$ cat src/rtl/fifo_rd_stream_adapter.sv
// Read-side adapter for the async FIFO: prefetches into a 3-entry skid buffer and
// presents a registered valid/ready stream, with a delivered-beat counter and flush.
module fifo_rd_stream_adapter #(
    parameter int DATA_WIDTH  = 8,
    parameter int COUNT_WIDTH = 16
) (
    input  logic                   clock,
    input  logic                   reset,
    input  logic                   fifo_empty,
    input  logic [DATA_WIDTH-1:0]  fifo_data,
    output logic                   read_en,
    input  logic                   flush,
    output logic [DATA_WIDTH-1:0]  out_data,
    output logic                   out_valid,
    input  logic                   out_ready,
    output logic [COUNT_WIDTH-1:0] beat_count
);

    typedef logic [1:0] ptr_t;

    logic [DATA_WIDTH-1:0] buf_mem [3];
    logic [1:0]            occ;
    logic                  inflight;
    ptr_t                  head;
    ptr_t                  tail;

    logic                  ret;
    logic                  pop;
    logic [1:0]            occ_next;
    ptr_t                  head_next;
    ptr_t                  tail_next;
    logic [DATA_WIDTH-1:0] head_data_next;

    function automatic ptr_t ptr_inc(input ptr_t p);
        return (p == 2'd2) ? 2'd0 : p + 2'd1;
    endfunction

    // Words already buffered plus the one in flight must fit in the 3 slots, so a
    // read is never issued that could overflow; out_ready is deliberately absent.
    assign read_en = !reset && !flush && !fifo_empty
                     && (({1'b0, occ} + {2'b00, inflight}) < 3'd3);
    assign ret     = inflight && !flush;
    assign pop     = out_valid && out_ready;

    // NOTE: every variable assigned here gets a default first so no latch is inferred.
    always_comb begin
        occ_next  = occ;
        head_next = head;
        tail_next = tail;
        if (ret) tail_next = ptr_inc(tail);
        if (pop) head_next = ptr_inc(head);
        case ({ret, pop})
            2'b10:   occ_next = occ + 2'd1;
            2'b01:   occ_next = occ - 2'd1;
            default: occ_next = occ;
        endcase
        // A returning word becomes the new head only when the buffer drains to it.
        head_data_next = (ret && (tail == head_next)) ? fifo_data : buf_mem[head_next];
    end

    // NOTE: non-blocking assignments for all state so every flop samples pre-edge values.
    always_ff @(posedge clock) begin
        if (reset) begin
            occ        <= 2'd0;
            head       <= 2'd0;
            tail       <= 2'd0;
            inflight   <= 1'b0;
            out_valid  <= 1'b0;
            beat_count <= '0;
        end else begin
            inflight <= read_en;
            if (pop) beat_count <= beat_count + COUNT_WIDTH'(1);
            if (flush) begin
                occ       <= 2'd0;
                head      <= 2'd0;
                tail      <= 2'd0;
                out_valid <= 1'b0;
            end else begin
                occ       <= occ_next;
                head      <= head_next;
                tail      <= tail_next;
                out_valid <= (occ_next != 2'd0);
                if (occ_next != 2'd0) out_data <= head_data_next;
            end
        end
    end

    // NOTE: buffer storage is not reset; occ and the pointers alone define its contents.
    always_ff @(posedge clock) begin
        if (!reset && ret) buf_mem[tail] <= fifo_data;
    end

endmodule

$ cat config.mk
export PLATFORM = sky130hd
export DESIGN_NAME = fifo_rd_stream_adapter
export DESIGN_NICKNAME = d
export VERILOG_FILES = /design/src/rtl/fifo_rd_stream_adapter.sv
export SDC_FILE = /design/constraint.sdc
export NUM_CORES = 1
export LEC_CHECK = 0
export CORE_MARGIN = 1
export CORE_UTILIZATION = 45
export DETAILED_ROUTE_END_ITERATION = 10
export GPL_TIMING_DRIVEN = 0
export PLACE_DENSITY_LB_ADDON = 0.3
export SETUP_SLACK_MARGIN = 0.05
export SLEW_MARGIN = 30
export SYNTH_ARGS = -nofsm -noshare
export SYNTH_HDL_FRONTEND = slang
export SYNTH_SLANG_ARGS = --single-unit
$ cat constraint.sdc
create_clock -name clock -period 3.42 [get_ports clock]
set_clock_uncertainty 0.1 [all_clocks]
set_input_delay 0.855 -clock clock [delete_from_list [all_inputs] [get_ports clock]]
set_output_delay 0.855 -clock clock [all_outputs]
set_load 0.05 [all_outputs]
==> results of run 1 <==
## sequential cells by signal, indices dropped and copies added, names as in the netlist
signal / flops
buf_mem: 24
out_data: 8
inflight: 1
occ: 2
beat_count: 16
out_valid: 1
tail: 2
head: 2
## cell type report
type                    instances  area, µm²  area share (%)
flip-flops and latches         56       1440            44.9
multi-input cells             177       1100            34.2
repair buffers                 37        368            11.5
well taps                      72       90.1            2.81
clock buffers                   5       68.8            2.14
plain buffers                  14       53.8            1.68
clock inverters                 3       50.0            1.56
inverters                      10       38.8            1.21
## metal layers
layer	GRT usage [%]	part of all wire, %	vias to the layer above
li1	-	-	992
met1	25.3	42	943
met2	32.5	48	88
met3	4.88	8.3	12
met4	7.59	1.8	0
met5	0	0	-
## cells in the mapped netlist, types with 2 or more instances
master	count	area share, %
a31oi_1	8	1.9
o21ai_0	7	1.3
edfxtp_1	32	37
xor2_1	11	3.7
nand2_1	41	5.9
nand3_1	15	2.9
clkbuf_1	13	1.9
a21oi_1	6	1.2
nand4_1	5	1.2
and3_1	10	2.4
mux2i_1	9	3.5
inv_1	9	1.3
a211oi_1	9	2.6
a2111oi_0	2	0.67
nor3_1	2	0.38
dfxtp_1	24	18
ha_1	4	1.9
buf_1	2	0.29
xnor2_1	8	2.7
nor3b_1	2	0.58
nor2_1	26	3.7
## worst max path at each step
stage                     startpoint          end  cells after the start
after global placement     out_ready  out_data[2]                      8
after global routing           flush      read_en                      4
final                          flush      read_en                      4
after CTS                      flush      read_en                      5
after detailed placement   out_ready  out_data[2]                      8
after floorplan                reset      read_en                      4
## through the flow
stage	util [%]	worst slack, ps	instance area, µm²
floorplan	-	327	2620
detailed placement	55.9	-593	3100
CTS	57.9	49.0	3210
finish	57.9	176	3210
global placement	55.6	-554	3080
global route	57.9	70.4	3210
## cells by family after synthesis
family	count (synthesis)	share of synthesized area, %
xor gates and xnor gates	19	6.39
AOI/OAI and AO/OA	37	9.28
muxes	10	3.89
DFF	56	55.4
adders and majority gates	4	1.92
and+or+nand+nor	107	19.3
buffers and inverters	26	3.85
## critical path, stage by stage
cell and delay (ps):
clkdlybuf4s50_1 440, or2_1 400, a2111oi_4 310, clkbuf_4 280
## where the power goes
group	internal [mW]	switching [mW]	total, mW
Clock	0.226	0.232	0.458
Combinational	0.0250	0.0367	0.0616
Sequential	0.714	0.00261	0.716
## what timing repair did
| action | in CTS | in global routing |
|---|---|---|
| endpoints found under the setup margin | 9 | 1 |
| gates resized for setup | 6 | 1 |
| buffers inserted | 0 | 0 |
==> reports/qor.txt, run 1 <==
Placed cell count - 368
Initial DRC Count - 124
Yosys cell types - 35
Reg-to-reg critical path endpoint - out_data[1]
Worst Hold Path EP - beat_count[1]
Layout cell share with drive strength beyond 1 - 6.29%
Non-filler cells, final - 374
Die Ht - 78.1 µm
Synthesis warning total - 0
Layout net count - 318
Power Dens Cells - 385 nW/µm²
DR vias/cell - 5.44
Slew Limit Headroom - 47.9%
Htree depth - 2
Async set or reset register ratio after synthesis - 0%
Final Power - 1.24 mW
Worst EP required - 2460 ps
Hold WC Path Type - reg2reg
Cell count of the worst reg-to-reg path - 6
Critical Path Start Type - input pin
Initial antenna violation count - 0
Vias in the first global route - 1973
Core area - 5540 µm²
Routed WL per cell - 14.9 µm
Placer congestion estimate - 0.771
Total GRT Usage - 19.8%
Die area - 6090 µm²
Hold slack - 427 ps
CTS max path bufs - 2
Drt drc - 0
Maximum VDD drop - 0.240 mV
Most frequent cells in the layout - nand2_1, clkdlybuf4s50_1, edfxtp_1, nor2_1, dfxtp_1
Clock sink total - 56
Status - complete, no violations
DRT Pass-1 Iters - 5
Max-cap violations - 0
Mapped Nets - 276
Commonest non-fill, non-tap cell in the layout - nand2_1
Setup TNS - 0 ps
Post-Syn Instances - 259
Hold Buf Count CTS - 0
#FFs+latches synth - 56
Worst Tran Pin Value - 777 ps
Layout overhead on the synthesized area - 23.3%
Fillers - 504
Final hold violations - 0
Worst min-delay path startpoint - beat_count[1]
Port-buffer cells - 37
Post-Syn Area - 2600 µm²
Routed WL - 5580 µm
First-pass GRT wire length - 9270 µm
Syn_area_per_cell - 10.0 µm²
Seq/Total Area, Yosys - 55.4%
Period utilisation layout - 94.9%
HPWL Detailed - 3750 µm
Data arrival, critical path - 2290 ps
Hold depth - 2
Critical register-to-register path startpoint - out_valid
ANT nets after route - 0
Minimum clock period after layout - 3240 ps
CTS tree - yes
Vias after detailed routing - 2035
DIE WIDTH - 78.1 µm
FP Rows - 27
P_leak - 1.10 nW
Worst setup path class - in2out
Clock root cell - clkbuf_8
# setup viols final - 0
Antenna diodes - 0
Slew Viols, Final - 0
Worst-path clk slew - 110 ps
Reg-to-reg slack, setup - 1060 ps
Worst-skew pair later-pin latency - 320 ps
Initial Utilization - 47.0%
Largest net degree at the start of global routing - 20
CP endpoint kind - output port
RSZ-0062 raised after global routing - false
Remaining global-route overflow - 0
IO Count - 39
Max FO, Critical Path - 10
Top FF cell, synth - edfxtp_1
Achievable Freq - 308 MHz
Post-synth EDFFs - 32
Total CTS buffers - 5
No activity file was read; power rests on OpenSTA's default activity.
==> run 2: changes to the inputs <==
- PLACE_DENSITY: unset -> 0.68
- PLACE_DENSITY_LB_ADDON: 0.3 -> unset
- SLEW_MARGIN: 30 -> unset
==> run 2 against run 1 <==
Compared with the run above: sequential share of layout area rose by 0.53 points; critical path depth rose by 1; combinational power fell by 1%; final area fell by 1.2%.
==> reports/qor.txt, run 2 (synthesis results as in run 1) <==
Remaining global-route overflow - 0 (unchanged)
DRT Pass-1 Iters - 4 (-1)
ANT nets after route - 0 (unchanged)
Setup Fix Bufs, Post-CTS - 0 (unchanged)
Die area - 6090 µm² (unchanged)
Worst Setup EP - read_en
P_leak - 1.08 nW (-1.6%)
DR vias/cell - 5.31 (-2.5%)
Vias after detailed routing - 1995 (-2.0%)
Clock sink total - 56 (unchanged)
Placed cell count - 369 (+0.27%)
Initial Utilization - 47.0% (unchanged)
Clk pwr share - 30.7% (-6.4 points)
Die Ht - 78.1 µm (unchanged)
Data arrival, critical path - 2370 ps (+80 ps)
Reg-to-reg critical path endpoint - out_data[1]
HPWL Detailed - 3610 µm (-3.7%)
Port-buffer cells - 37 (unchanged)
Placer congestion estimate - 0.799 (+3.6%)
First-pass GRT wire length - 8570 µm (-7.5%)
Largest registers - buf_mem x24, beat_count x16, out_data x8
Seq pwr share - 63.9% (+5.9 points)
Largest net degree at the start of global routing - 18 (-10%)
Setup TNS - 0 ps (unchanged)
Critical register-to-register path startpoint - out_valid
Core area - 5540 µm² (unchanged)
Worst-skew pair later-pin latency - 300 ps (-20 ps)
Worst EP required - 2460 ps (about the same)
Minimum clock period after layout - 3330 ps (+80.9 ps)
Switching Fraction - 21.3% (-0.62 points)
CTS max path bufs - 2 (unchanged)
Maximum VDD drop - 0.213 mV (-11%)
Initial antenna violation count - 0 (unchanged)
Routed WL per cell - 14.2 µm (-5.0%)
Slew Limit Headroom - 9.99% (-38 points)
CTS tree - yes
Routed WL - 5330 µm (-4.5%)
Clock root cell - clkbuf_8
Commonest non-fill, non-tap cell in the layout - nand2_1
Worst setup path class - in2out
Reg with most FFs - buf_mem
Htree depth - 2 (unchanged)
Final Power - 1.12 mW (-9.3%)
RSZ-0062 raised after global routing - true
Crit. Startpoint - flush
# setup viols final - 0 (unchanged)
Period utilisation layout - 97.2% (+2.4 points)
Power Dens Cells - 353 nW/µm² (-8.2%)
DIE WIDTH - 78.1 µm (unchanged)
Vias in the first global route - 1823 (-7.6%)
Layout cell share with drive strength beyond 1 - 5.26% (-1.0 points)
Status - complete, no violations
IO Count - 39 (unchanged)
Non-filler cells, final - 376 (+0.53%)
Total CTS buffers - 5 (unchanged)
Antenna diodes - 0 (unchanged)
Net Sw Power - 0.239 mW (-12%)
Drt drc - 0 (unchanged)
Max-cap violations - 0 (unchanged)
Slew Viols, Final - 0 (unchanged)
Reg-to-reg slack, setup - 1190 ps (+130 ps)
FP Rows - 27 (unchanged)
Initial DRC Count - 86 (-31%)
Worst-path clk slew - 90 ps (-20 ps)
Critical Path Start Type - input pin
Most frequent cells in the layout - nand2_1, clkdlybuf4s50_1, edfxtp_1, nor2_1, dfxtp_1
Layout overhead on the synthesized area - 21.9%
Comb pwr share - 5.4% (+0.4 points)
Cell count of the worst reg-to-reg path - 6 (unchanged)
Worst Tran Pin Value - 1350 ps (+571 ps)
Layout net count - 320 (+0.63%)
CP endpoint kind - output port
Power Internal - 0.882 mW (-8.6%)
Total GRT Usage - 18.1% (-1.7 points)
Hold WC Path Type - reg2reg
Max FO, Critical Path - 10 (unchanged)
Achievable Freq - 301 MHz (-2.4%)
Final hold violations - 0 (unchanged)
Max FFs per register - 24 (unchanged)
run 2: how the worst min path moves through the flow:
stage	from	end	slack (ps)	cells after the start
2_1_floorplan	occ[1]	occ[1]	430	2
3_3_place_gp	beat_count[15]	beat_count[15]	390	2
3_5_place_dp	beat_count[15]	beat_count[15]	410	2
4_1_cts	beat_count[1]	beat_count[1]	430	2
5_1_grt	beat_count[1]	beat_count[1]	470	2
6_report	beat_count[1]	beat_count[1]	430	2
run 2: metrics by stage:
stage / util (%) / cell area, µm² / worst slack, ps / hold WS (ps)
2_1_floorplan: - / 2620 / 327 / 428
3_3_place_gp: 55.6 / 3080 / -462 / 392
3_5_place_dp: 55.8 / 3090 / -469 / 414
4_1_cts: 57.3 / 3170 / 59.5 / 434
5_1_grt: 57.2 / 3170 / -6.46 / 468
6_report: 57.2 / 3170 / 94.7 / 428
run 2: worst max-delay path: stages:
cell,delay [ps]
clkdlybuf4s50_1,440
or2_1,230
clkbuf_1,250
a2111oi_4,310
clkbuf_4,280
run 2: power by group through the flow:
| stage | combinational, mW | sequential (mW) | clock, mW |
|---|---|---|---|
| after floorplan | 0.0272 | 0.736 | 0 |
| after global placement | 0.0603 | 0.731 | 0 |
| after detailed placement | 0.0608 | 0.732 | 0 |
| after CTS | 0.0609 | 0.716 | 0.349 |
| after global routing | 0.0664 | 0.717 | 0.375 |
| final | 0.0608 | 0.716 | 0.344 |
run 2: per-layer routing:
| layer | up-vias | GRT usage (%) | part of all wire [%] |
|---|---|---|---|
| met1 | 920 | 23.5 | 43 |
| met3 | 5 | 3.95 | 8.1 |
| met5 | - | 0 | 0 |
| met2 | 75 | 29.7 | 48 |
| met4 | 0 | 6.67 | 0.96 |
| li1 | 995 | - | - |
run 2: cell type report:
cell class | instances | area (µm²)
multi-input combinational | 177 | 1080
fill | 497 | 2370
timing repair buffer | 38 | 375
clock inverter | 2 | 12.5
tap | 72 | 90.1
buffer | 15 | 57.6
clock buffer | 6 | 72.6
inverter | 10 | 38.8
sequential | 56 | 1440
run 2: what timing repair did:
item | CTS | global route
pin swaps | 0 | 0
resized for setup | 6 | 1
endpoints found under the hold margin | 0 | 0
endpoints found under the setup margin | 9 | 9
hold buffers | 0 | 0
==> run 3: changes to the inputs <==
- ABC_CLOCK_PERIOD_IN_PS: unset -> 3420
==> results of run 3 <==
The final DEF is identical to that of run 2; final timing and power are the same.
==> RTL edit: new RTL, settings of run 3 <==
Set the parameter `COUNT_WIDTH` to 12 (it was 16).
--- a/src/rtl/fifo_rd_stream_adapter.sv
+++ b/src/rtl/fifo_rd_stream_adapter.sv
@@ -3,5 +3,5 @@
 module fifo_rd_stream_adapter #(
     parameter int DATA_WIDTH  = 8,
-    parameter int COUNT_WIDTH = 16
+    parameter int COUNT_WIDTH = 12
 ) (
     input  logic                   clock,
Interface: changed (resized beat_count); port bits go from 39 to 35. The function was not compared with the original's and may differ.
==> RTL edit against run 3 <==
- combinational power rose by 2%
- synthesized area is 4.8% lower
- design area decreased by 4.8%
- power down 3.9%
- critical endpoint unchanged
- routed wire length down 3.9%
- sequential cell count fell by 4
- die area decreased by 4.7%
- non-clock buffer count down 5
- worst setup slack gained 0.041 ns
==> RTL edit: results (changes against run 3) <==
{| class="wikitable"
! Metric !! Value
|-
| Worst path max stage delay || 0.44 ns (about the same)
|-
| H-tree levels || 2 (unchanged)
|-
| First-pass GRT wire length || 8.673 mm (+1.2%)
|-
| Worst Setup SP || flush
|-
| R2r startpoint || head[0]
|-
| Starting DRT DRC Count || 153 (+78%)
|-
| Average routed wire per standard cell || 14.55 um (+2.6%)
|-
| Final GP Congestion || 0.7969 (-0.26%)
|-
| Count of buffers inserted at the top-level ports || 34 (-8.1%)
|-
| Outcome || complete, no violations
|-
| Clk Tree Root Cell || clkbuf_8
|-
| Global-route total usage across every layer || 19.21% (+1.1 points)
|-
| Worst-path clk slew || 0.09 ns (about the same)
|-
| Cell variety after synth || 37 (+5.7%)
|-
| Sequential element share of the synthesized area || 54.95% (-0.44 points)
|-
| NumNets Final || 298 (-6.9%)
|-
| Antenna diode count || 0 (unchanged)
|-
| Relative slew slack || 16.20% (+6.2 points)
|-
| Maximum number of pins on one net before global-route repair || 17 (-1)
|-
| Number of global-route vias before repair || 1719 (-5.7%)
|-
| Leak Pwr || 1.068 nW (-1.0%)
|-
| DRT Pass-1 Iters || 4 (unchanged)
|-
| Final HPWL DP || 3.562 mm (-1.4%)
|-
| Depth of the worst hold-timing path || 2 (unchanged)
|-
| IR drop worst, VDD || 165.3 uV (-22%)
|-
| Top post-synthesis cells by area || edfxtp_1 39%, dfxtp_1 16%, nand2_1 7.1%
|-
| Critical Path AT || 2.33 ns (-0.04 ns)
|-
| Num CTS Buffers || 5 (unchanged)
|-
| R2R cell count || 5 (-1)
|-
| Registers with the most flip-flops || buf_mem (24), beat_count (12), out_data (8)
|-
| Top cells by instance count after synthesis || 47 x nand2_1, 32 x edfxtp_1, 20 x dfxtp_1
|-
| Share of final-layout standard cells stronger than drive strength 1 || 10.64% (+5.4 points)
|-
| Count of vias placed by the detailed router || 1833 (-8.1%)
|-
| Count of max-cap constraint violations || 0 (unchanged)
|-
| Number of antenna violations at the first check in global routing || 0 (unchanged)
|-
| Number of nets in the synthesized netlist || 257 (-6.9%)
|}
RTL edit: path summary, 6_finish.rpt:
check,endpoint,slack [ns]
setup / recovery,read_en,0.14
hold / removal,beat_count[1],0.41
setup reg to reg,out_data[4],1.12
hold reg to reg,beat_count[1],0.41
RTL edit: through the flow:
step	setup TNS [ns]	utilization, %	cell area, um2	instances	setup WS (ns)
after floorplan	0	-	2484	240	0.05892
after global placement	-5.726	55.94	2912	344	-0.6410
after detailed placement	-6.017	56.08	2919	345	-0.6773
after CTS	0	58.03	3020	353	0.06187
after global routing	0	58.00	3019	352	0.05914
final	0	58.00	3019	352	0.1353
RTL edit: cell type report:
| type | count | area (um2) |
|---|---|---|
| fill | 469 | 2186 |
| clock inverter | 2 | 16.27 |
| tap | 70 | 87.58 |
| timing repair buffer | 35 | 347.8 |
| buffer | 13 | 56.30 |
| inverter | 10 | 42.54 |
| multi-input combinational | 164 | 1035 |
| sequential | 52 | 1361 |
| clock buffer | 6 | 72.57 |
RTL edit: per-layer routing:
| layer | GRT usage (%) | up-vias | part of all wire [%] |
|---|---|---|---|
| met3 | 4.192 | 5 | 4.5 |
| met1 | 26.60 | 837 | 47 |
| met4 | 4.615 | 0 | 0.90 |
| met2 | 30.82 | 48 | 47 |
| met5 | 0 | - | 0 |
| li1 | - | 943 | - |
RTL edit: power by group:
part | switching [W] | total, W | internal [W]
Clock | 0.000200 | 0.000346 | 0.000146
Sequential | 0.00000244 | 0.000669 | 0.000667
Combinational | 0.0000353 | 0.0000623 | 0.0000270
Total | 0.000238 | 0.00108 | 0.000840
RTL edit: tightest hold or removal path, stage by stage, from the launching register on:
cell,delay [ns]
dfxtp_1,0.35
nand2_1,0.07
a21oi_1,0.05
RTL edit: kinds of logic after synthesis:
kind of cell / Yosys count / share of synthesized area (%)
and+or+nand+nor: 96 / 18.69
DFF: 52 / 54.95
AOI/OAI and AO/OA: 41 / 11.62
buffers and inverters: 24 / 3.990
xor gates and xnor gates: 12 / 4.242
muxes: 11 / 4.495
adders and majority gates: 4 / 2.020
RTL edit: repair_timing:
action	4_1_cts	5_1_grt
hold buffers	0	0
setup endpoints to repair	9	9
gates resized for setup	11	1
buffers inserted	0	0
